`src/rtl/reg_write_arbiter_pkg.sv`:
```
// Shared types and helpers for the register-file write arbiter.
// Optional statistics output is enabled with REGARB_STATS_EN.
package reg_write_arbiter_pkg;
  localparam int ADDR_W = 5;
  localparam int DATA_W = 32;

  typedef struct packed {
    logic [ADDR_W-1:0] rd;
    logic [DATA_W-1:0] data;
  } wb_req_t;

  function automatic int rr_next(input int ptr, input int n);
    return (ptr + 1 >= n) ? 0 : ptr + 1;
  endfunction
endpackage

```
`src/rtl/reg_write_arbiter_if.sv`:
```
// Writeback-request / register-file-write bundle for reg_write_arbiter.
// conflictCount exists only when REGARB_STATS_EN is defined.
interface reg_write_arbiter_if #(
  parameter int NUM_REQ = 3,
  parameter int ADDR_W  = 5,
  parameter int DATA_W  = 32
);
  logic [NUM_REQ-1:0]        reqValid;
  logic [NUM_REQ*ADDR_W-1:0] reqRd;
  logic [NUM_REQ*DATA_W-1:0] reqData;
  logic [NUM_REQ-1:0]        reqReady;
  logic                      isWrite;
  logic [ADDR_W-1:0]         rd;
  logic [DATA_W-1:0]         writeData;
  logic                      busy;
`ifdef REGARB_STATS_EN
  logic [15:0]               conflictCount;
  modport master (output reqValid, reqRd, reqData,
                  input  reqReady, isWrite, rd, writeData, busy, conflictCount);
  modport slave  (input  reqValid, reqRd, reqData,
                  output reqReady, isWrite, rd, writeData, busy, conflictCount);
`else
  modport master (output reqValid, reqRd, reqData,
                  input  reqReady, isWrite, rd, writeData, busy);
  modport slave  (input  reqValid, reqRd, reqData,
                  output reqReady, isWrite, rd, writeData, busy);
`endif
endinterface

```
`src/rtl/reg_write_arbiter_rr_arbiter.sv`:
```
// Stateless round-robin picker: first held entry after ptr, wrapping modulo N.
module rr_arbiter
  import reg_write_arbiter_pkg::*;
#(
  parameter int N  = 3,
  parameter int PW = $clog2(N)
) (
  input  logic [N-1:0]  held,
  input  logic [PW-1:0] ptr,
  output logic [N-1:0]  grant
);
  int  p;
  logic found;

  always_comb begin
    grant = '0;
    found = 1'b0;
    p     = int'(ptr);
    for (int k = 0; k < N; k++) begin
      p = rr_next(p, N);
      if (!found && held[p]) begin
        grant[p] = 1'b1;
        found    = 1'b1;
      end
    end
  end
endmodule

```
`src/rtl/reg_write_arbiter.sv`:
```
// Shares one register-file write port among NUM_REQ writeback sources via one-entry
// holding registers and a round-robin grant. REGARB_STATS_EN adds conflictCount.
module reg_write_arbiter
  import reg_write_arbiter_pkg::*;
#(
  parameter int NUM_REQ = 3,
  parameter int ADDR_W  = reg_write_arbiter_pkg::ADDR_W,
  parameter int DATA_W  = reg_write_arbiter_pkg::DATA_W
) (
  input  logic             clk,
  input  logic             rst_n,
  reg_write_arbiter_if.slave bus
);
  localparam int PW = $clog2(NUM_REQ);

  typedef struct packed {
    logic [ADDR_W-1:0] rd;
    logic [DATA_W-1:0] data;
  } entry_t;

  logic [NUM_REQ-1:0] held_q, held_d, grant, req_ready, store;
  entry_t             ent_q [NUM_REQ];
  entry_t             ent_d [NUM_REQ];
  entry_t             sel;
  logic [PW-1:0]      rr_ptr_q, rr_ptr_d, gidx;
  logic               is_write_q, is_write_d;
  logic [ADDR_W-1:0]  rd_q, rd_d;
  logic [DATA_W-1:0]  wdata_q, wdata_d;

  rr_arbiter #(.N(NUM_REQ), .PW(PW)) u_arb (
    .held (held_q),
    .ptr  (rr_ptr_q),
    .grant(grant)
  );

  // A granted entry frees its slot this cycle, so it may be refilled at the same edge.
  assign req_ready = rst_n ? (~held_q | grant) : '0;

  always_comb begin
    sel  = '0;
    gidx = rr_ptr_q;
    for (int i = 0; i < NUM_REQ; i++) begin
      if (grant[i]) begin
        sel  = ent_q[i];
        gidx = PW'(i);
      end
    end
  end

  always_comb begin
    held_d = held_q;
    store  = '0;
    for (int i = 0; i < NUM_REQ; i++) begin
      ent_d[i] = ent_q[i];
      // Writes to x0 complete the handshake but are dropped here.
      store[i] = bus.reqValid[i] & req_ready[i] &
                 (bus.reqRd[i*ADDR_W +: ADDR_W] != '0);
      if (store[i]) begin
        held_d[i]     = 1'b1;
        ent_d[i].rd   = bus.reqRd[i*ADDR_W +: ADDR_W];
        ent_d[i].data = bus.reqData[i*DATA_W +: DATA_W];
      end else if (grant[i]) begin
        held_d[i] = 1'b0;
      end
    end
    rr_ptr_d   = (|grant) ? gidx : rr_ptr_q;
    is_write_d = |grant;
    rd_d       = (|grant) ? sel.rd   : rd_q;
    wdata_d    = (|grant) ? sel.data : wdata_q;
  end

  always_ff @(posedge clk or negedge rst_n) begin
    if (!rst_n) begin
      held_q     <= '0;
      rr_ptr_q   <= PW'(NUM_REQ - 1);
      is_write_q <= 1'b0;
      rd_q       <= '0;
      wdata_q    <= '0;
      for (int i = 0; i < NUM_REQ; i++) ent_q[i] <= '0;
    end else begin
      held_q     <= held_d;
      rr_ptr_q   <= rr_ptr_d;
      is_write_q <= is_write_d;
      rd_q       <= rd_d;
      wdata_q    <= wdata_d;
      for (int i = 0; i < NUM_REQ; i++) ent_q[i] <= ent_d[i];
    end
  end

  assign bus.reqReady  = req_ready;
  assign bus.isWrite   = is_write_q;
  assign bus.rd        = rd_q;
  assign bus.writeData = wdata_q;
  assign bus.busy      = (|held_q) | is_write_q;

`ifdef REGARB_STATS_EN
  logic [15:0] conflict_q, conflict_d;
  logic        multi_held;

  assign multi_held = (held_q & (held_q - 1'b1)) != '0;

  always_comb begin
    conflict_d = conflict_q;
    if (multi_held && conflict_q != 16'hFFFF) conflict_d = conflict_q + 16'd1;
  end

  always_ff @(posedge clk or negedge rst_n) begin
    if (!rst_n) conflict_q <= '0;
    else        conflict_q <= conflict_d;
  end

  assign bus.conflictCount = conflict_q;
`endif
endmodule

```
`src/flat_wrapper.sv`:
```
// flat-port wrapper written by rule: the top's interface ports become plain ports
module reg_write_arbiter_flat import reg_write_arbiter_pkg::*;
#(
  parameter int NUM_REQ = 3,
  parameter int ADDR_W  = reg_write_arbiter_pkg::ADDR_W,
  parameter int DATA_W  = reg_write_arbiter_pkg::DATA_W
)
  (clk, rst_n, bus_reqValid, bus_reqRd, bus_reqData, bus_reqReady, bus_isWrite, bus_rd, bus_writeData, bus_busy);
  reg_write_arbiter_if #(.NUM_REQ(NUM_REQ), .ADDR_W(ADDR_W), .DATA_W(DATA_W)) bus_i ();
  input  logic clk;
  input  logic rst_n;
  input wire logic [$bits(bus_i.reqValid)-1:0] bus_reqValid;
  input wire logic [$bits(bus_i.reqRd)-1:0] bus_reqRd;
  input wire logic [$bits(bus_i.reqData)-1:0] bus_reqData;
  output wire logic [$bits(bus_i.reqReady)-1:0] bus_reqReady;
  output wire logic [$bits(bus_i.isWrite)-1:0] bus_isWrite;
  output wire logic [$bits(bus_i.rd)-1:0] bus_rd;
  output wire logic [$bits(bus_i.writeData)-1:0] bus_writeData;
  output wire logic [$bits(bus_i.busy)-1:0] bus_busy;
  assign bus_i.reqValid = bus_reqValid;
  assign bus_i.reqRd = bus_reqRd;
  assign bus_i.reqData = bus_reqData;
  assign bus_reqReady = bus_i.reqReady;
  assign bus_isWrite = bus_i.isWrite;
  assign bus_rd = bus_i.rd;
  assign bus_writeData = bus_i.writeData;
  assign bus_busy = bus_i.busy;
  reg_write_arbiter #(.NUM_REQ(NUM_REQ), .ADDR_W(ADDR_W), .DATA_W(DATA_W)) u_core (.clk(clk), .rst_n(rst_n), .bus(bus_i));
endmodule
```
`config.mk`:
```
export PLATFORM = sky130hd
export DESIGN_NAME = reg_write_arbiter_flat
export DESIGN_NICKNAME = d
export VERILOG_FILES = /design/src/rtl/reg_write_arbiter_pkg.sv /design/src/rtl/reg_write_arbiter_if.sv /design/src/rtl/reg_write_arbiter_rr_arbiter.sv /design/src/rtl/reg_write_arbiter.sv /design/src/flat_wrapper.sv
export SDC_FILE = /design/constraint.sdc
export NUM_CORES = 1
export LEC_CHECK = 0
export ABC_AREA = 1
export CORE_ASPECT_RATIO = 0.9
export CORE_MARGIN = 2
export CORE_UTILIZATION = 50
export CTS_CLUSTER_DIAMETER = 80
export CTS_CLUSTER_SIZE = 16
export DETAILED_ROUTE_END_ITERATION = 8
export PLACE_DENSITY = 0.86
export SETUP_SLACK_MARGIN = 0.05
export SKIP_LAST_GASP = 1
export SLEW_MARGIN = 20
export SYNTH_ARGS = -nofsm -noshare
export SYNTH_HDL_FRONTEND = slang
export SYNTH_SLANG_ARGS = --single-unit
```
`constraint.sdc`:
```
create_clock -name clk -period 2.4 [get_ports clk]
set_input_delay 0.48 -clock clk [delete_from_list [all_inputs] [get_ports clk]]
set_output_delay 0.48 -clock clk [all_outputs]
set_load 0.1 [all_outputs]
```
# After elaboration in Yosys (flattened, before gate mapping)

Cells that the tools add are included.

Flip-flop bits (word level): 154
Bits of input ports: 116
Output and inout port bits: 42
Word-level logic and storage cells: 89

$add $sub $neg: 3
$lt $le $gt $ge: 9
Muxes and demuxes: 36
Bitwise gates (word level): 11
Reduce and logical (&&, ||, !) cells: 17

Operators with widths:

| kind                                                 | count |
|---|---|
| two-way mux 37 bit                                   | 3 |
| >= comparator 32 x 3 -> 1 bit, second input constant | 3 |
| two-way mux 1 bit                                    | 17 |
| two-way mux 3 bit                                    | 5 |
| nonzero test 5 bit                                   | 3 |
| OR 3 bit                                             | 3 |
| bitwise AND 1 bit                                    | 6 |
| binary-select mux 1 bit (select 2 bit)               | 3 |
| demux 1 bit (select 2 bit)                           | 3 |
| two-way mux 2 bit                                    | 3 |
| nonzero test 2 bit                                   | 3 |
| OR reduction 3 bit                                   | 2 |
| adder 4 x 1 -> 5 bit, second input constant          | 1 |
| >= comparator 5 x 1 -> 1 bit, second input constant  | 1 |
| logical AND 1 bit                                    | 5 |
| < comparator 5 x 3 -> 1 bit, second input constant   | 1 |
| two-way mux 5 bit                                    | 1 |
| adder 3 x 1 -> 4 bit, second input constant          | 1 |
| >= comparator 4 x 1 -> 1 bit, second input constant  | 1 |
| < comparator 4 x 3 -> 1 bit, second input constant   | 1 |
| two-way mux 4 bit                                    | 1 |
| adder 2 x 1 -> 3 bit, second input constant          | 1 |
| >= comparator 3 x 1 -> 1 bit, second input constant  | 1 |
| < comparator 3 bit, second input constant            | 1 |
| 5 further kinds                                      | 6 |

# Logic depth before layout (Yosys ltp)

Gate-level depths: netlist of run 1.

Depth in word-level cells: 20
Mapped depth: 13
Depth with buffers taken out: 11

# By module

Synthesis of run 1 repeated with hierarchy kept, for this count alone.

Cells, all modules: 836
Area total of the unflattened synthesis: 6780.3 µm²

By module, submodules not included:

| module            | instances | cells each | area each (µm²) | seq. area each (µm²) |
|---|---|---|---|---|
| reg_write_arbiter | 1         | 805        | 6617.6          | 3854.9 |
| rr_arbiter        | 1         | 31         | 162.7           | 0.0 |

# Worst setup path after synthesis of run 1

No wires, ideal clock.

Path kind: register -> output
From: reg u_core.rr_ptr_q[1]
To: out bus_reqReady[1]
Arrival: 1873 ps
Data required time: 1920 ps
Slack: 47 ps
Stages on the path, launching flop included: 10
Buffers on the path: 1
Cells stage by stage: dfstp_2 buf_4 inv_2 nand2_1 nor2_1 nor2_1 nand4_1 nand3_2 nand2_1 inv_1

Longest elaborated chain between the ends: 17
Elaborated cells between the ends (all ways): 46
Classes of those cells: add/sub: 3; order compare: 9; mux: 24; bitwise: 3; reduce/logical: 7

Ends and longest elaborated chain:

| element                                                                                                  | RTL line                           | RTL |
|---|---|---|
| from (decl)                                                                                              | reg_write_arbiter.sv:25            | `logic [PW-1:0] rr_ptr_q, rr_ptr_d, gidx;` |
| from (signal assigned)                                                                                   | reg_write_arbiter.sv:75            | `rr_ptr_q <= PW'(NUM_REQ - 1);` |
| from (signal assigned)                                                                                   | reg_write_arbiter.sv:82            | `rr_ptr_q <= rr_ptr_d;` |
| adder 2 x 1 -> 3 bit (*)                                                                                 | reg_write_arbiter_pkg.sv:13        | `return (ptr + 1 >= n) ? 0 : ptr + 1;` |
| >= comparator 32 x 3 -> 1 bit                                                                            | reg_write_arbiter_pkg.sv:13        |  |
| two-way mux 3 bit (*)                                                                                    | reg_write_arbiter_pkg.sv:13        |  |
| adder 3 x 1 -> 4 bit                                                                                     | reg_write_arbiter_pkg.sv:13        |  |
| >= comparator 32 x 3 -> 1 bit                                                                            | reg_write_arbiter_pkg.sv:13        |  |
| two-way mux 4 bit                                                                                        | reg_write_arbiter_pkg.sv:13        |  |
| adder 4 x 1 -> 5 bit                                                                                     | reg_write_arbiter_pkg.sv:13        |  |
| >= comparator 32 x 3 -> 1 bit                                                                            | reg_write_arbiter_pkg.sv:13        |  |
| two-way mux 5 bit                                                                                        | reg_write_arbiter_pkg.sv:13        |  |
| >= comparator 5 x 1 -> 1 bit (implied by the code) / < comparator 5 x 3 -> 1 bit (equally long branches) | reg_write_arbiter_rr_arbiter.sv:22 | `grant[p] = 1'b1;` |
| logical AND 1 bit (implied by the code)                                                                  | reg_write_arbiter_rr_arbiter.sv:22 |  |
| two-way mux 1 bit (implied by the code)                                                                  | reg_write_arbiter_rr_arbiter.sv:22 |  |
| demux 1 bit (select 2 bit)                                                                               | reg_write_arbiter_rr_arbiter.sv:22 |  |
| OR 3 bit (no line)                                                                                       | --                                 |  |
| two-way mux 3 bit (*)                                                                                    | reg_write_arbiter_rr_arbiter.sv:21 | `if (!found && held[p]) begin` |
| OR 3 bit (*)                                                                                             | reg_write_arbiter.sv:37            | `assign req_ready = rst_n ? (~held_q \| grant) : '0;` |
| two-way mux 3 bit (*)                                                                                    | reg_write_arbiter.sv:37            |  |
| to (decl)                                                                                                | flat_wrapper.sv:15                 | `output wire logic [$bits(bus_i.reqReady)-1:0] bus_reqReady;` |

Every way passes the cells marked *; elsewhere a longest branch is shown, timed or not. The select of a mux whose other input is x is not followed.

# Worst setup path in the final report of run 1

From: reg u_core.rr_ptr_q[1]
To: out bus_reqReady[0]

Same word-level chain as after synthesis.

==> impl_metrics.tcl, run 1 <==
set metrics [dict create \
    via_per_inst 5.339 \
    h-tree-depth 4 \
    num_antenna_cells 0 \
    ys_seq_area_share_pct 57.85 \
    synth-simple-area-share_pct 31.84 \
    worstMarginPinSlew_ns 0.8191 \
    track_usage_pct 27.07 \
    overflow 0 \
    violations "setup timing" \
    setup_slack_ns -0.2200 \
    ant_nets 0 \
    avgSynthCellArea_um2 8.467 \
    synth-edff-count 0 \
    synth-seq-cells 154 \
    period_minus_slack_ns 2.620 \
    critPathBufInv 2 \
    r2r_slack_ns 0.24 \
    clk_latency_ns 0.42 \
    synth_area_leaders "dfrtp_1, nand2_1, nand4_1, nand3_1, inv_1" \
    dieWidth_um 125.7 \
    cts_tree "yes" \
    cts_root_buf "clkbuf_16" \
    yosysTopAreaCell "dfrtp_1" \
    clock_skew_ns 0.005814 \
    critPathMaxStageDelay_ns 0.65 \
    synth_compound_area_share_pct 3.136 \
    relSlewSlack_pct 45.40 \
    fin_cells 1143 \
    p_leak_nw 4.595 \
    layout-drive-gt1-share_pct 16.00 \
    worstHoldPathType "in2async" \
    hold_viol_final 0 \
    critPathSlowestCell "dfstp_2" \
    power.density_nw_per_um2 1556 \
    endpoint_kind "output port" \
    place_congestion 0.9079 \
    dieArea_um2 14270 \
    cpMostUsedCell "nand2_1" \
    num_rows 40 \
    grt_max_degree 66 \
    cts_buffer_depth 2 \
    clock-sinks 154 \
    synth_cell_types 23 \
    reg2regPathDepth 12 \
    synthToLayoutAreaGrowth_pct 37.95 \
    dpl.hpwl_um 11930 \
    drc 0 \
    synth-async-reset-ratio_pct 100.0 \
    placed_cell_area_um2 8310 \
    fin_hold_ws_ns 0.4522 \
    drt-initial-drc-count 609 \
    clock.fmax_mhz 381.7 \
    synthMuxAreaShare_pct 0 \
    setup_tns_ns -0.6432 \
    wirelength_um 19210 \
    cp.depth 9 \
    path_cells "nor2_4 -> nand2_1 -> nand2_1 -> nor2_2 -> nand4_1 -> nand3_2 -> nand2_2 -> clkinvlp_4 -> buf_12" \
    synth_top_area_share_pct 57.45 \
    fillerInstances 994 \
    status "complete, but fails checks" \
    critical_path_required_ns 1.92 \
    nets 1079 \
    synth_most_common_cell "nand2_1" \
    crit_fanout 6 \
    path_class "reg2out" \
    ioPinCount 158 \
    drv_slew 0 \
    cp-startpoint "u_core.rr_ptr_q[1]" \
    grt_pass1_wl_um 30140 \
    synth_top_family_by_area "simple AND/OR/NAND/NOR gates" \
    vias 6102 \
    synth_fa_ha_area_share_pct 0 \
    synth_common_cells "nand2_1, dfrtp_1, inv_1, nand3_1, nand4_1" \
    clk_pin_slew_ns 0.06 \
    irDropWorstVdd_uv 866.8 \
    placed_cells 1091 \
    crit_arrival_ns 2.14 \
    grt_pass1_vias 6126 \
    initial_core_util_pct 50.63 \
    synthesis.area_um2 6664 \
    synthXorXnorAreaFrac_pct 0 \
    critPathTopFamily "simple AND/OR/NAND/NOR gates" \
    power_mw 14.30 \
    period_share_pct 109.2 \
    die_h_um 113.5 \
    start_kind "register" \
    reg2reg_from "u_core.rr_ptr_q[1]" \
    drv_cap 0 \
    ys.flop_type "dfrtp_1" \
    yosys_warnings 0 \
    first_pass_iters 5 \
    antenna_found_initial 0 \
    post-route-cell-area_um2 9193 \
    portBuffers 157 \
    synthCells 787 \
    finalSetupViolCount 3 \
    cts_buffers 17 \
    routedWlPerCell_um 16.81 \
    rsz0062_at_grt "yes" \
    syn-num-nets 903 \
    core_um2 13160 \
]
report_power, final:
group          internal (mW)  switching, mW
Combinational           2.12           4.84
Sequential              3.88          0.821
Clock                   1.58           1.06
Total                   7.58           6.72
metrics by stage:
stage / utilization, % / worst slack (ns)
3_3_place_gp: 63.14 / 0.1174
6_report: 69.84 / -0.2200
3_5_place_dp: 63.14 / -0.06092
5_1_grt: 69.84 / -0.2921
2_1_floorplan: - / 0.06520
4_1_cts: 68.25 / -0.1672
cell type report:
cell class	instances	area [um^2]	share of cell area [%]
Clock buffer	21	460.4	5.009
Clock inverter	10	118.9	1.293
Inverter	51	203.9	2.219
Multi-Input combinational cell	541	2431	26.45
Sequential cell	154	3856	41.95
Tap cell	168	210.2	2.287
Timing Repair Buffer	198	1912	20.80
registers in the layout, indices dropped and copies added, names as in the netlist:
register / cells
u_core.bus.rd: 5
u_core.bus.writeData: 32
u_core.ent_q: 111
u_core.bus.isWrite: 1
u_core.held_q: 3
u_core.rr_ptr_q: 2
final timing paths:
kind	end
worst max-delay path	bus_reqReady[0]
worst max register to register	u_core.ent_q[93]
min in group clk	u_core.ent_q[44]
worst min register to register	u_core.ent_q[44]
worst min-delay path	u_core.ent_q[109]
max in group asynchronous	u_core.bus.writeData[13]
cells in the final DEF (no fill, tap or decap), types with 2 or more instances in the layout:
cell type,instances
buf_12,9
clkdlybuf4s50_1,114
nor2_4,6
dfrtp_1,152
buf_6,2
nand2_1,379
clkinvlp_4,5
clkbuf_8,2
nand2_2,10
o21ai_0,4
nand3_1,43
clkbuf_16,18
inv_2,4
nor2_2,2
nand4_1,44
inv_1,43
buf_4,71
clkbuf_1,2
clkinv_2,2
nor2_1,2
bufinv_16,2
inv_4,2
nand3_2,10
clkinv_4,2
o21ai_1,32
timing repair:
| item | CTS | global route |
|---|---|---|
| hold endpoints to repair | 7 | 0 |
| resized for setup | 11 | 19 |
| buffers inserted | 6 | 12 |
| pin swaps | 6 | 14 |
| setup endpoints to repair | 39 | 39 |
| hold buffers | 1 | 0 |
| cloned | 1 | 1 |
layer usage:
metal | vias to the layer above | share of wire [%] | GRT usage, %
met4 | 0 | 4.0 | 13.19
met1 | 2908 | 41 | 35.47
met3 | 61 | 6.7 | 5.394
li1 | 2841 | - | -
met5 | - | 0 | 0
met2 | 292 | 49 | 43.71
kinds of logic (layout without fill, tap and decap cells):
logic type | Yosys count | in the layout
AOI/OAI and AO/OA | 39 | 39
buffers and inverters | 93 | 280
DFF | 154 | 154
and+or+nand+nor | 501 | 502
(Power assumes the default switching activity.)
==> inputs of run 2 (changes only) <==
Settings changed: CORE_MARGIN 2 to 4.
==> run 2 against run 1 <==
Effect of this change: the run still ends with setup timing left; wire length rose by 2.2%; critical path depth unchanged; clock skew grew 0.0044 ns; die area grew 6.8%; via count grew 0.46%; count of clock-buffer cells in the layout down 4; first-iteration DRC count is the same; cell count decreased by 0.79%.
==> impl_metrics.tcl, run 2 (synthesis gave the netlist of run 1 again) <==
set metrics [dict create \
    num_rows 39 \
    drv_slew 0 \
    endpoint_kind "output port" \
    cts_root_buf "clkbuf_16" \
    overflow 0 \
    power_mw 14.47 \
    grt_pass1_wl_um 30440 \
    setup_slack_ns -0.1567 \
    wirelength_um 19630 \
    ioPinCount 158 \
    power.density_nw_per_um2 1576 \
    r2r_slack_ns 0.06 \
    status "complete, but fails checks" \
    nets 1074 \
    critPathSlowestCell "dfstp_2" \
    num_antenna_cells 0 \
    worstHoldPathType "in2async" \
    crit_fanout 4 \
    clock-sinks 154 \
    path_cells "buf_4 -> nand2_1 -> nand2_2 -> nor2_4 -> nand4_1 -> nand3_2 -> nand2_2 -> clkinvlp_4 -> buf_12" \
    critical_path_required_ns 1.92 \
    initial_core_util_pct 51.73 \
    die_h_um 117.5 \
    critPathMaxStageDelay_ns 0.61 \
    place_congestion 0.8450 \
    fillerInstances 946 \
    via_per_inst 5.406 \
    p_leak_nw 4.591 \
    period_minus_slack_ns 2.557 \
    routedWlPerCell_um 17.31 \
    placed_cell_area_um2 8338 \
    hold_viol_final 0 \
    post-route-cell-area_um2 9179 \
    cts_buffer_depth 2 \
    relSlewSlack_pct 47.47 \
    final_cell_mix "nand2_1, dfrtp_1, clkdlybuf4s50_1" \
    irDropWorstVdd_uv 818.6 \
    h-tree-depth 4 \
    layout_commonest_cell "nand2_1" \
    track_usage_pct 25.26 \
    crit_arrival_ns 2.08 \
    start_kind "register" \
    clock.fmax_mhz 391.1 \
    clk_latency_ns 0.41 \
    ant_nets 0 \
    cpMostUsedCell "nand2_2" \
    dieArea_um2 15240 \
    clk_pin_slew_ns 0.06 \
    rsz0062_at_grt "yes" \
    core_um2 12880 \
    cts_tree "yes" \
    violations "setup timing" \
    fin_hold_ws_ns 0.09528 \
    finalSetupViolCount 3 \
    path_class "reg2out" \
    first_pass_iters 5 \
    vias 6130 \
    worstMarginPinSlew_ns 0.7879 \
    period_share_pct 106.5 \
    dpl.hpwl_um 12020 \
    grt_pass1_vias 6100 \
    post-place-ws_ns 0.2103 \
    cts_buffers 17 \
    clock_skew_ns 0.01017 \
    drc 0 \
    dieWidth_um 129.7 \
    drt-initial-drc-count 609 \
    top_register "u_core.ent_q" \
    layout-drive-gt1-share_pct 15.67 \
    synthToLayoutAreaGrowth_pct 37.74 \
    antenna_found_initial 0 \
    grt_max_degree 64 \
    largest_reg_flops 111 \
    portBuffers 157 \
    drv_cap 0 \
]
## run 2: cell types whose count changed in the layout (fill, tap and decap cells not counted), moves of 2 or more
cell	change
nor2_2	-2
inv_1	+2
nand2_2	-2
buf_4	-3
nand3_2	-2
clkbuf_8	-2
dfrtp_1	-2
nand2_4	+2
clkinv_4	+2
dfrtp_2	+2
clkbuf_1	-2
## run 2: critical path, delay by kind of cell (launching register included)
kind | cells | cell delay (ns)
AND/OR/NAND/NOR | 6 | 0.61
flip-flops | 1 | 0.61
buffers and inverters | 3 | 0.43
## run 2: final timing paths
kind / from / endpoint / cells past startpoint
max in group asynchronous: rst_n / u_core.rr_ptr_q[0] / 2
min: rst_n / u_core.rr_ptr_q[1] / 1
min reg2reg: u_core.ent_q[84] / u_core.ent_q[84] / 2
min in group clk: u_core.ent_q[84] / u_core.ent_q[84] / 2
max reg2reg: u_core.held_q[2] / u_core.bus.writeData[12] / 13
max: u_core.rr_ptr_q[1] / bus_reqReady[0] / 9
## run 2: per-layer routing
metal | track usage, % | routed length [um] | vias to the layer above
li1 | - | - | 2838
met1 | 33.24 | 7702 | 2918
met2 | 41.66 | 9819 | 323
met3 | 5.309 | 1600 | 51
met4 | 8.377 | 504 | 0
met5 | 0 | 0 | -
## run 2: final cells by class
type	count	area [um^2]	share of cell area (%)
Multi-Input combinational cell	540	2436	26.54
Clock inverter	14	172.7	1.881
Inverter	51	201.4	2.195
Tap cell	164	205.2	2.236
Clock buffer	17	425.4	4.635
Timing Repair Buffer	194	1879	20.47
Sequential cell	154	3859	42.04
## run 2: where the power goes
| part | leakage (nW) | switching, mW | internal, mW | total, mW |
|---|---|---|---|---|
| Combinational | 2.38 | 4.93 | 2.11 | 7.03 |
| Clock | 0.289 | 1.09 | 1.64 | 2.73 |
| Sequential | 1.92 | 0.824 | 3.88 | 4.71 |
| Total | 4.59 | 6.84 | 7.63 | 14.5 |
## run 2: repair_timing
action	4_1_cts	5_1_grt
hold endpoints to repair	28	0
endpoints found under the setup margin	3	41
setup buffers	10	2
gates cloned	0	1
hold buffers	1	0
resized for setup	11	21
pin swaps	9	9
## run 2: stage by stage
| step | TNS, ns | util (%) | std cells |
|---|---|---|---|
| 5_1_grt | -0.6221 | 71.25 | 1134 |
| 3_5_place_dp | 0 | 64.72 | 1089 |
| 6_report | -0.3623 | 71.25 | 1134 |
| 2_1_floorplan | 0 | - | 787 |
| 4_1_cts | -1.283 | 70.40 | 1131 |
| 3_3_place_gp | 0 | 64.72 | 1089 |
==> inputs of run 3 (changes only) <==
Settings changed: SYNTH_HIERARCHICAL set to 1.
==> run 3 against run 2 <==
Effect of this change: the flow still finishes with violations (setup timing); wire length grew 24%; synthesized cell count rose by 6.2%; cell area is 12% higher; sequential share of layout area shrank 4.4 points; largest cell class unchanged; utilization is 5.7 points higher; non-clock buffer count rose by 33; cell count grew 6.7%; via count is 13% higher; flip-flop and latch count is the same; register-to-register slack got worse by 0.25 ns.
==> impl_metrics.tcl, run 3 <==
set metrics [dict create \
    status "complete, but fails checks" \
    violations "setup timing" \
    layout_commonest_cell "nand2_1" \
    yosys_warnings 6 \
    critPathMaxStageDelay_ns 0.69 \
    endpoint_kind "output port" \
    crit_arrival_ns 2.30 \
    reg2regPathDepth 13 \
    post-route-cell-area_um2 10250 \
    num_rows 40 \
    period_minus_slack_ns 2.783 \
    synth_top_area_share_pct 56.47 \
    via_per_inst 5.711 \
    synth_cell_types 20 \
    track_usage_pct 26.61 \
    worstHoldPathType "in2async" \
    final_cell_mix "nand2_1, dfrtp_1, clkdlybuf4s50_1" \
    synth-async-reset-ratio_pct 100.0 \
    clk_latency_ns 0.43 \
    rsz0062_at_grt "yes" \
    cp.depth 11 \
    dpl.hpwl_um 12840 \
    cpMostUsedCell "nand3_2" \
    critPathTopFamily "simple AND/OR/NAND/NOR gates" \
    initial_core_util_pct 50.93 \
    r2r_slack_ns -0.19 \
    wirelength_um 24400 \
    reg2reg_from "u_core/rr_ptr_q[1]" \
    syn-num-nets 952 \
    first_pass_iters 8 \
    clk_pin_slew_ns 0.06 \
    utilization_pct 76.99 \
    nets 1145 \
    clock_skew_ns 0.01210 \
    synthToLayoutAreaGrowth_pct 51.17 \
    fillerInstances 869 \
    avgSynthCellArea_um2 8.110 \
    ys_seq_area_share_pct 56.86 \
    critical_path_required_ns 1.92 \
    period_share_pct 115.9 \
    layout-drive-gt1-share_pct 23.99 \
    synthesis.area_um2 6780 \
    path_cells "nor2_4 -> nand2_2 -> nand3_2 -> nor2_4 -> nand3_2 -> nand3_2 -> inv_2 -> nand2_4 -> nand2_4 -> clkinvlp_4 -> buf_12" \
    dieWidth_um 130.8 \
    drt-initial-drc-count 803 \
    ys.flop_type "dfrtp_1" \
    worstMarginPinSlew_ns 0.9233 \
    clock.fmax_mhz 359.4 \
    synth-edff-count 0 \
    grt_pass1_vias 6346 \
    place_congestion 0.8887 \
    num_antenna_cells 0 \
    portBuffers 157 \
    overflow 0 \
    antenna_found_initial 0 \
    synth_most_common_cell "nand2_1" \
    synth_common_cells "nand2_1, dfrtp_1, nand3_1, o21ai_0, a21oi_1" \
    finalSetupViolCount 140 \
    cp-startpoint "u_core/rr_ptr_q[1]" \
    setup_slack_ns -0.3826 \
    start_kind "register" \
    path_class "reg2out" \
    synth_area_leaders "dfrtp_1, nand2_1, nand3_1, o21ai_0, a21oi_1" \
    cts_buffers 17 \
    synth-seq-cells 154 \
    clock-sinks 154 \
    core_um2 13310 \
    die_h_um 118.5 \
    ant_nets 0 \
    yosysTopAreaCell "dfrtp_1" \
    fin_hold_ws_ns 0.3437 \
    critPathCapture "bus_reqReady[2]" \
    grt_max_degree 73 \
    critPathBufInv 3 \
    top_register "u_core/ent_q" \
    drv_slew 0 \
    hold_viol_final 0 \
    cts_buffer_depth 2 \
    vias 6910 \
    largest_reg_flops 111 \
    cts_root_buf "clkbuf_16" \
    critPathSlowestCell "dfstp_2" \
    drv_cap 0 \
    dieArea_um2 15490 \
    cts_tree "yes" \
    routedWlPerCell_um 20.17 \
    ioPinCount 158 \
    drc 0 \
    relSlewSlack_pct 38.45 \
    crit_fanout 6 \
    synthCells 836 \
    placed_cell_area_um2 8488 \
    h-tree-depth 4 \
    reg2reg_to "u_core/bus.rd[4]" \
    grt_pass1_wl_um 32020 \
]
-- run 3: cell types whose count changed after synthesis, moves of 5 or more --
cell,change
nand3_1,+65
nand4_1,-44
a21oi_1,+37
inv_1,-37
o21ai_0,+34
o21ai_1,-32
buf_6,-10
nand2_1,+10
nor2_1,+9
clkbuf_1,+8
buf_2,+7
buf_4,+5
-- run 3: layout make-up --
| cell class | count | area, um^2 | share of cell area, % |
|---|---|---|---|
| clock buffer | 24 | 481.7 | 4.700 |
| clock inverter | 8 | 92.59 | 0.9033 |
| inverter | 15 | 72.57 | 0.7080 |
| multi-input combinational | 614 | 3104 | 30.29 |
| sequential | 154 | 3856 | 37.62 |
| tap | 168 | 210.2 | 2.051 |
| timing repair buffer | 227 | 2432 | 23.73 |
-- run 3: worst min-delay path by stage --
stage | startpoint | endpoint | slack (ns) | depth (start not counted)
floorplan | rst_n | u_core/bus.isWrite | 0.18 | 0
global placement | rst_n | u_core/ent_q[3] | 0.32 | 1
detailed placement | rst_n | u_core/ent_q[3] | 0.32 | 1
CTS | rst_n | u_core/ent_q[34] | 0.37 | 2
global route | rst_n | u_core/ent_q[76] | 0.42 | 2
finish | rst_n | u_core/bus.writeData[2] | 0.34 | 2
-- run 3: metal layers --
| metal | vias up | routed length, um | track usage, % |
|---|---|---|---|
| li1 | 3072 | - | - |
| met1 | 3319 | 9220 | 35.22 |
| met2 | 429 | 11530 | 42.47 |
| met3 | 90 | 2714 | 7.817 |
| met4 | 0 | 941 | 7.841 |
| met5 | - | 0 | 0 |
-- run 3: logic make-up (layout without fill, tap and decap cells) --
logic type	Yosys count	in the layout	share of synthesized area [%]
AND/OR/NAND/NOR	538	539	32.59
flip-flops	154	154	56.86
buffers and inverters	69	274	5.019
AO/OA/AOI/OAI	75	75	5.536
-- run 3: per-stage QoR --
| step | instances | setup WS (ns) | TNS, ns |
|---|---|---|---|
| final | 1210 | -0.3826 | -12.68 |
| after global routing | 1210 | -0.4156 | -17.62 |
| after CTS | 1175 | -0.1796 | -4.531 |
| after detailed placement | 1134 | -0.1163 | -2.942 |
| after global placement | 1134 | -0.002863 | -0.002863 |
| after floorplan | 836 | 0.1999 | 0 |
-- run 3: what timing repair did --
item,4_1_cts,5_1_grt
endpoints found under the setup margin,40,119
hold endpoints to repair,12,0
pin swaps,7,12
hold buffers,1,0
buffers inserted,8,19
gates resized for setup,28,136
cloned,0,16
Power of run 3 is left out: the tool's default activity adds up to more than one toggle a clock period on the data nets, which glitch-free logic cannot reach.
==> variant 1: new RTL, flow settings as in run 2 <==
`DATA_W` is set to 32 in 2 places; all go to 16.
--- a/src/rtl/reg_write_arbiter_pkg.sv
+++ b/src/rtl/reg_write_arbiter_pkg.sv
@@ -4,3 +4,3 @@
   localparam int ADDR_W = 5;
-  localparam int DATA_W = 32;
+  localparam int DATA_W = 16;
 
--- a/src/rtl/reg_write_arbiter_if.sv
+++ b/src/rtl/reg_write_arbiter_if.sv
@@ -5,3 +5,3 @@
   parameter int ADDR_W  = 5,
-  parameter int DATA_W  = 32
+  parameter int DATA_W  = 16
 );
Interface: changed (resized bus_reqData and bus_writeData); port bits go from 158 to 94. The function was not compared with the original's and may differ.
==> variant 1 against run 2 <==
Total power decreased by 44%; sequential cell count decreased by 64; the run still ends with setup timing left; largest cell class unchanged; setup slack improved by 0.11 ns; sequential share of layout area about the same; count of clock-buffer cells in the layout decreased by 5; final area decreased by 42%; routed wire length decreased by 43%; synthesized area decreased by 40%.
==> variant 1: results (changes against run 2) <==
synth_ff_type: "dfrtp_1"
worstMarginPinSlew_ns: 0.768  # -0.0201 ns
worst_slack_ns: -0.0492  # +0.107 ns
async_reset_ff_share_pct: 100  # unchanged
cts_root_buf: "clkbuf_8"
hold_slack_ns: 0.490  # +0.394 ns
crit_family: "flip-flops"
r2r_cells: 12  # -1
final_net_count: 658  # -39%
place_hpwl_um: 7600  # -37%
r2r_end: "u_core.bus.rd[2]"
outcome: "finished with violations"
power_leakage_uw: 0.00270  # -41%
crit_arrival_ns: 1.97  # -0.11 ns
holdCritStartpoint: "u_core.ent_q[59]"
ir_worst_vdd_mv: 0.709  # -13%
h-tree-depth: 3  # -1
grt_usage_pct: 23.9  # -1.4 points
routed_via_density: 5.35  # -1.1%
hold_class: "reg2reg"
antenna_found_initial: 0  # unchanged
portBuffers: 93  # -41%
setup_viol: 2  # -1
synth_commonest_cells: "nand2_1 (227), dfrtp_1 (89), nand3_1 (33)"
synth_fp_nets: 545  # -40%
largest_reg_flops: 63  # -43%
synth_compound_area_share_pct: 3.10  # -0.034 points
post_synth_xor_area_fraction_pct: 0  # unchanged
grt_pass1_wl_um: 17600  # -42%
drt_pass1_iterations: 5  # unchanged
place_congestion: 0.963  # +14%
r2r_start: "u_core.rr_ptr_q[1]"
drive_gt1_share_pct: 17.3  # +1.6 points
yosys-top-cells-area: "dfrtp_1 (56%), nand2_1 (21%), nand3_1 (4.1%), nand4_1 (4.1%), inv_1 (3.0%)"
cts_buffers: 9  # -8
clk_latency_ns: 0.36  # -0.05 ns
seq_area_frac_synth_pct: 56.4  # -1.4 points
first_iter_violations: 317  # -48%
whs_path_depth: 2
wl_um: 11100  # -43%
finClkSkew_ns: 0.00471  # -0.00547 ns
max_stage_delay_ns: 0.60
reg2reg_slack_ns: 0.08  # +0.02 ns
clkTransAtPathRegs_ns: 0.08  # +0.02 ns
yosys_warnings: 0  # unchanged
top_register: "u_core.ent_q"
path_max_fanout: 5  # +1
muxShareOfSynthArea_pct: 0  # unchanged
violations: "setup timing"
clock_path_buffers: 2  # unchanged
whs_endpoint: "u_core.ent_q[59]"
yosysUniqueCellTypes: 24  # +4.3%
first_global_vias: 3495  # -43%
fin_tns_setup_ns: -0.0567  # +0.306 ns
crit_slowest_cell: "dfstp_2"
==> variant 1: through the flow <==
step                setup slack (ns)  std cells  power [uW]  cell area [um^2]  util [%]
finish                       -0.0492        691        8100              5370      70.1
global route                  -0.111        691        8550              5370      70.1
CTS                           0.0279        684        7840              5280      68.9
detailed placement             0.166        654        6690              4970      64.9
global placement               0.268        654        6520              4970      64.9
floorplan                     0.0874        477        5610              3990         -
==> variant 1: repair_timing <==
item,CTS,global route
resized for setup,8,12
hold buffers,1,0
pin swaps,7,7
setup endpoints to repair,3,41
buffers inserted,13,7
endpoints found under the hold margin,1,0
==> variant 1: worst max-delay path by stage <==
stage	startpoint	endpoint	cells after the start
after floorplan	u_core.rr_ptr_q[1]	bus_reqReady[2]	9
after global placement	u_core.rr_ptr_q[1]	bus_reqReady[2]	9
after detailed placement	u_core.rr_ptr_q[1]	bus_reqReady[2]	9
after CTS	u_core.rr_ptr_q[1]	bus_reqReady[2]	9
after global routing	u_core.rr_ptr_q[1]	bus_reqReady[2]	8
final	u_core.rr_ptr_q[1]	bus_reqReady[2]	8
==> variant 1: power breakdown <==
group	leakage (uW)	internal, uW	switching (uW)	total (uW)
sequential	0.00112	2270	522	2790
clock	0.0000924	432	518	949
combinational	0.00149	1340	3010	4360
==> variant 1: cell type report <==
class                      instances  area (um^2)
clock buffer                      12          155
multi-input combinational        330         1510
clock inverter                     4         26.3
timing repair buffer             124         1160
sequential                        90         2250
tap                               96          120
inverter                          35          136
fill                             580         2290
==> variant 1: metal layers <==
metal	vias to the layer above	part of all wire, %	track usage, %
li1	1742	-	-
met1	1747	40	32.8
met2	190	50	37.4
met3	17	8.8	5.80
met4	0	1.3	7.65
met5	-	0	0
==> variant 2: new RTL, settings of run 2 <==
Without the edit above. Take the reset off `wdata_q` and load it in a clocked block of its own.
--- a/src/rtl/reg_write_arbiter.sv
+++ b/src/rtl/reg_write_arbiter.sv
@@ -77,3 +77,2 @@
       rd_q       <= '0;
-      wdata_q    <= '0;
       for (int i = 0; i < NUM_REQ; i++) ent_q[i] <= '0;
@@ -84,5 +83,8 @@
       rd_q       <= rd_d;
-      wdata_q    <= wdata_d;
       for (int i = 0; i < NUM_REQ; i++) ent_q[i] <= ent_d[i];
     end
+  end
+
+  always_ff @(posedge clk) begin
+    wdata_q <= wdata_d;
   end
Check against the original RTL: differs if rst_n is asserted again (counterexample within 4 cycles, from zero or initial values and one cycle with rst_n low); with rst_n held inactive, the same outputs for 4 cycles.
==> variant 2 against run 2 <==
The flow still finishes with violations (setup timing); combinational power up 0.7%; sequential cell count unchanged; sequential share of layout area up 1.7 points; final area about the same; setup slack better by 0.0012 ns; worst hold slack better by 0.38 ns; clock skew down 0.0050 ns; critical path depth up 2; routed wire length down 4.0%; synthesized area down 2.3%; utilization up 0.86 points; total power up 0.18%; largest power group unchanged; highest routed layer is now met5.
==> variant 2: results (changes against run 2) <==
use_met1_pct: 32.7  # -0.58 points
swShare_pct: 46.2  # -1.1 points
grt_max_degree: 53  # -17%
setup_viol: 3  # unchanged
outcome: "finished with violations"
wl_met1_um: 7520  # -2.4%
wl_met3_um: 1470  # -7.9%
wl_met2_um: 9350  # -4.8%
nFillCells: 873  # -7.7%
post_cts_buffers: 17  # +7
first_global_vias: 5878  # -3.6%
synth_edf_count: 32  # +32
gr-usage-met2_pct: 43.2  # +1.6 points
routed_via_density: 5.21  # -3.7%
synth_commonest_cells: "nand2_1 (394), dfrtp_1 (121), inv_1 (50)"
r2r_start: "u_core.rr_ptr_q[1]"
drive_gt1_share_pct: 17.0  # +1.3 points
worst_slack_ns: -0.156  # +0.00118 ns
r2r_end: "u_core.bus.writeData[23]"
grt_pass1_wl_um: 29400  # -3.3%
placed_cells: 1056  # -3.0%
grt_usage_pct: 25.6  # +0.33 points
seq_area_frac_synth_pct: 61.7  # +3.8 points
yosysUniqueCellTypes: 21  # -8.7%
yosys-top-cells-area: "dfrtp_1 (46%), nand2_1 (23%), edfxtp_1 (15%), nand3_1 (3.6%), inv_1 (2.9%)"
synth_top_area_share_pct: 46.5  # -11 points
place_area_um2: 8250  # -1.0%
top_layer_used: "met5"
place_congestion: 0.833  # -1.5%
violations: "setup timing"
r2r_cells: 14  # +1
async_reset_ff_share_pct: 79.2  # -21 points
synth_fp_nets: 863  # -4.4%
first_iter_violations: 465  # -24%
ir_worst_vdd_mv: 0.761  # -7.0%
finClkSkew_ns: 0.00521  # -0.00496 ns
-- variant 2: changes by cell type in the layout (fill, tap and decap cells not counted), sizes merged, moves of 4 or more --
cell	before	now
buf	79	91
dfrtp	153	121
edfxtp	0	32
nand2	390	395
nand3	54	50
nand4	44	12
-- variant 2: per-stage QoR --
stage / total power (uW) / setup TNS [ns] / hold WS (ns)
after global placement: 11100 / 0 / 0.360
final: 14500 / -0.405 / 0.478
after floorplan: 9430 / 0 / 0.184
after CTS: 14100 / -0.284 / 0.478
after global routing: 15300 / -1.47 / 0.493
after detailed placement: 11300 / -0.475 / 0.361
-- variant 2: power groups by stage --
stage	clock (uW)	combinational, uW	sequential [uW]
finish	2490	7080	4920
global route	2660	7590	5050
CTS	2520	6740	4870
detailed placement	0	6420	4880
global placement	0	6260	4850
floorplan	0	2700	6740
-- variant 2: cells by family (layout without fill, tap and decap cells) --
group           after synthesis  in the layout  synth area share, %
simple gates                470            471                 29.4
buf+inv                      85            290                 5.96
compound gates               38             38                 3.00
flops                       154            154                 61.7
-- variant 2: final cells by class --
| cell class | instances | area, um^2 | area share, % |
|---|---|---|---|
| sequential | 154 | 4020 | 43.8 |
| multi-input combinational | 509 | 2220 | 24.2 |
| tap | 164 | 205 | 2.23 |
| clock buffer | 19 | 453 | 4.93 |
| timing repair buffer | 206 | 1970 | 21.5 |
| clock inverter | 13 | 101 | 1.10 |
| inverter | 52 | 208 | 2.26 |
-- variant 2: worst max-delay path: cells and delay by family (launching register included) --
family                 cells  cell delay (ns)
buffers and inverters      5             0.54
DFF                        1             0.61
and+or+nand+nor            6             0.51
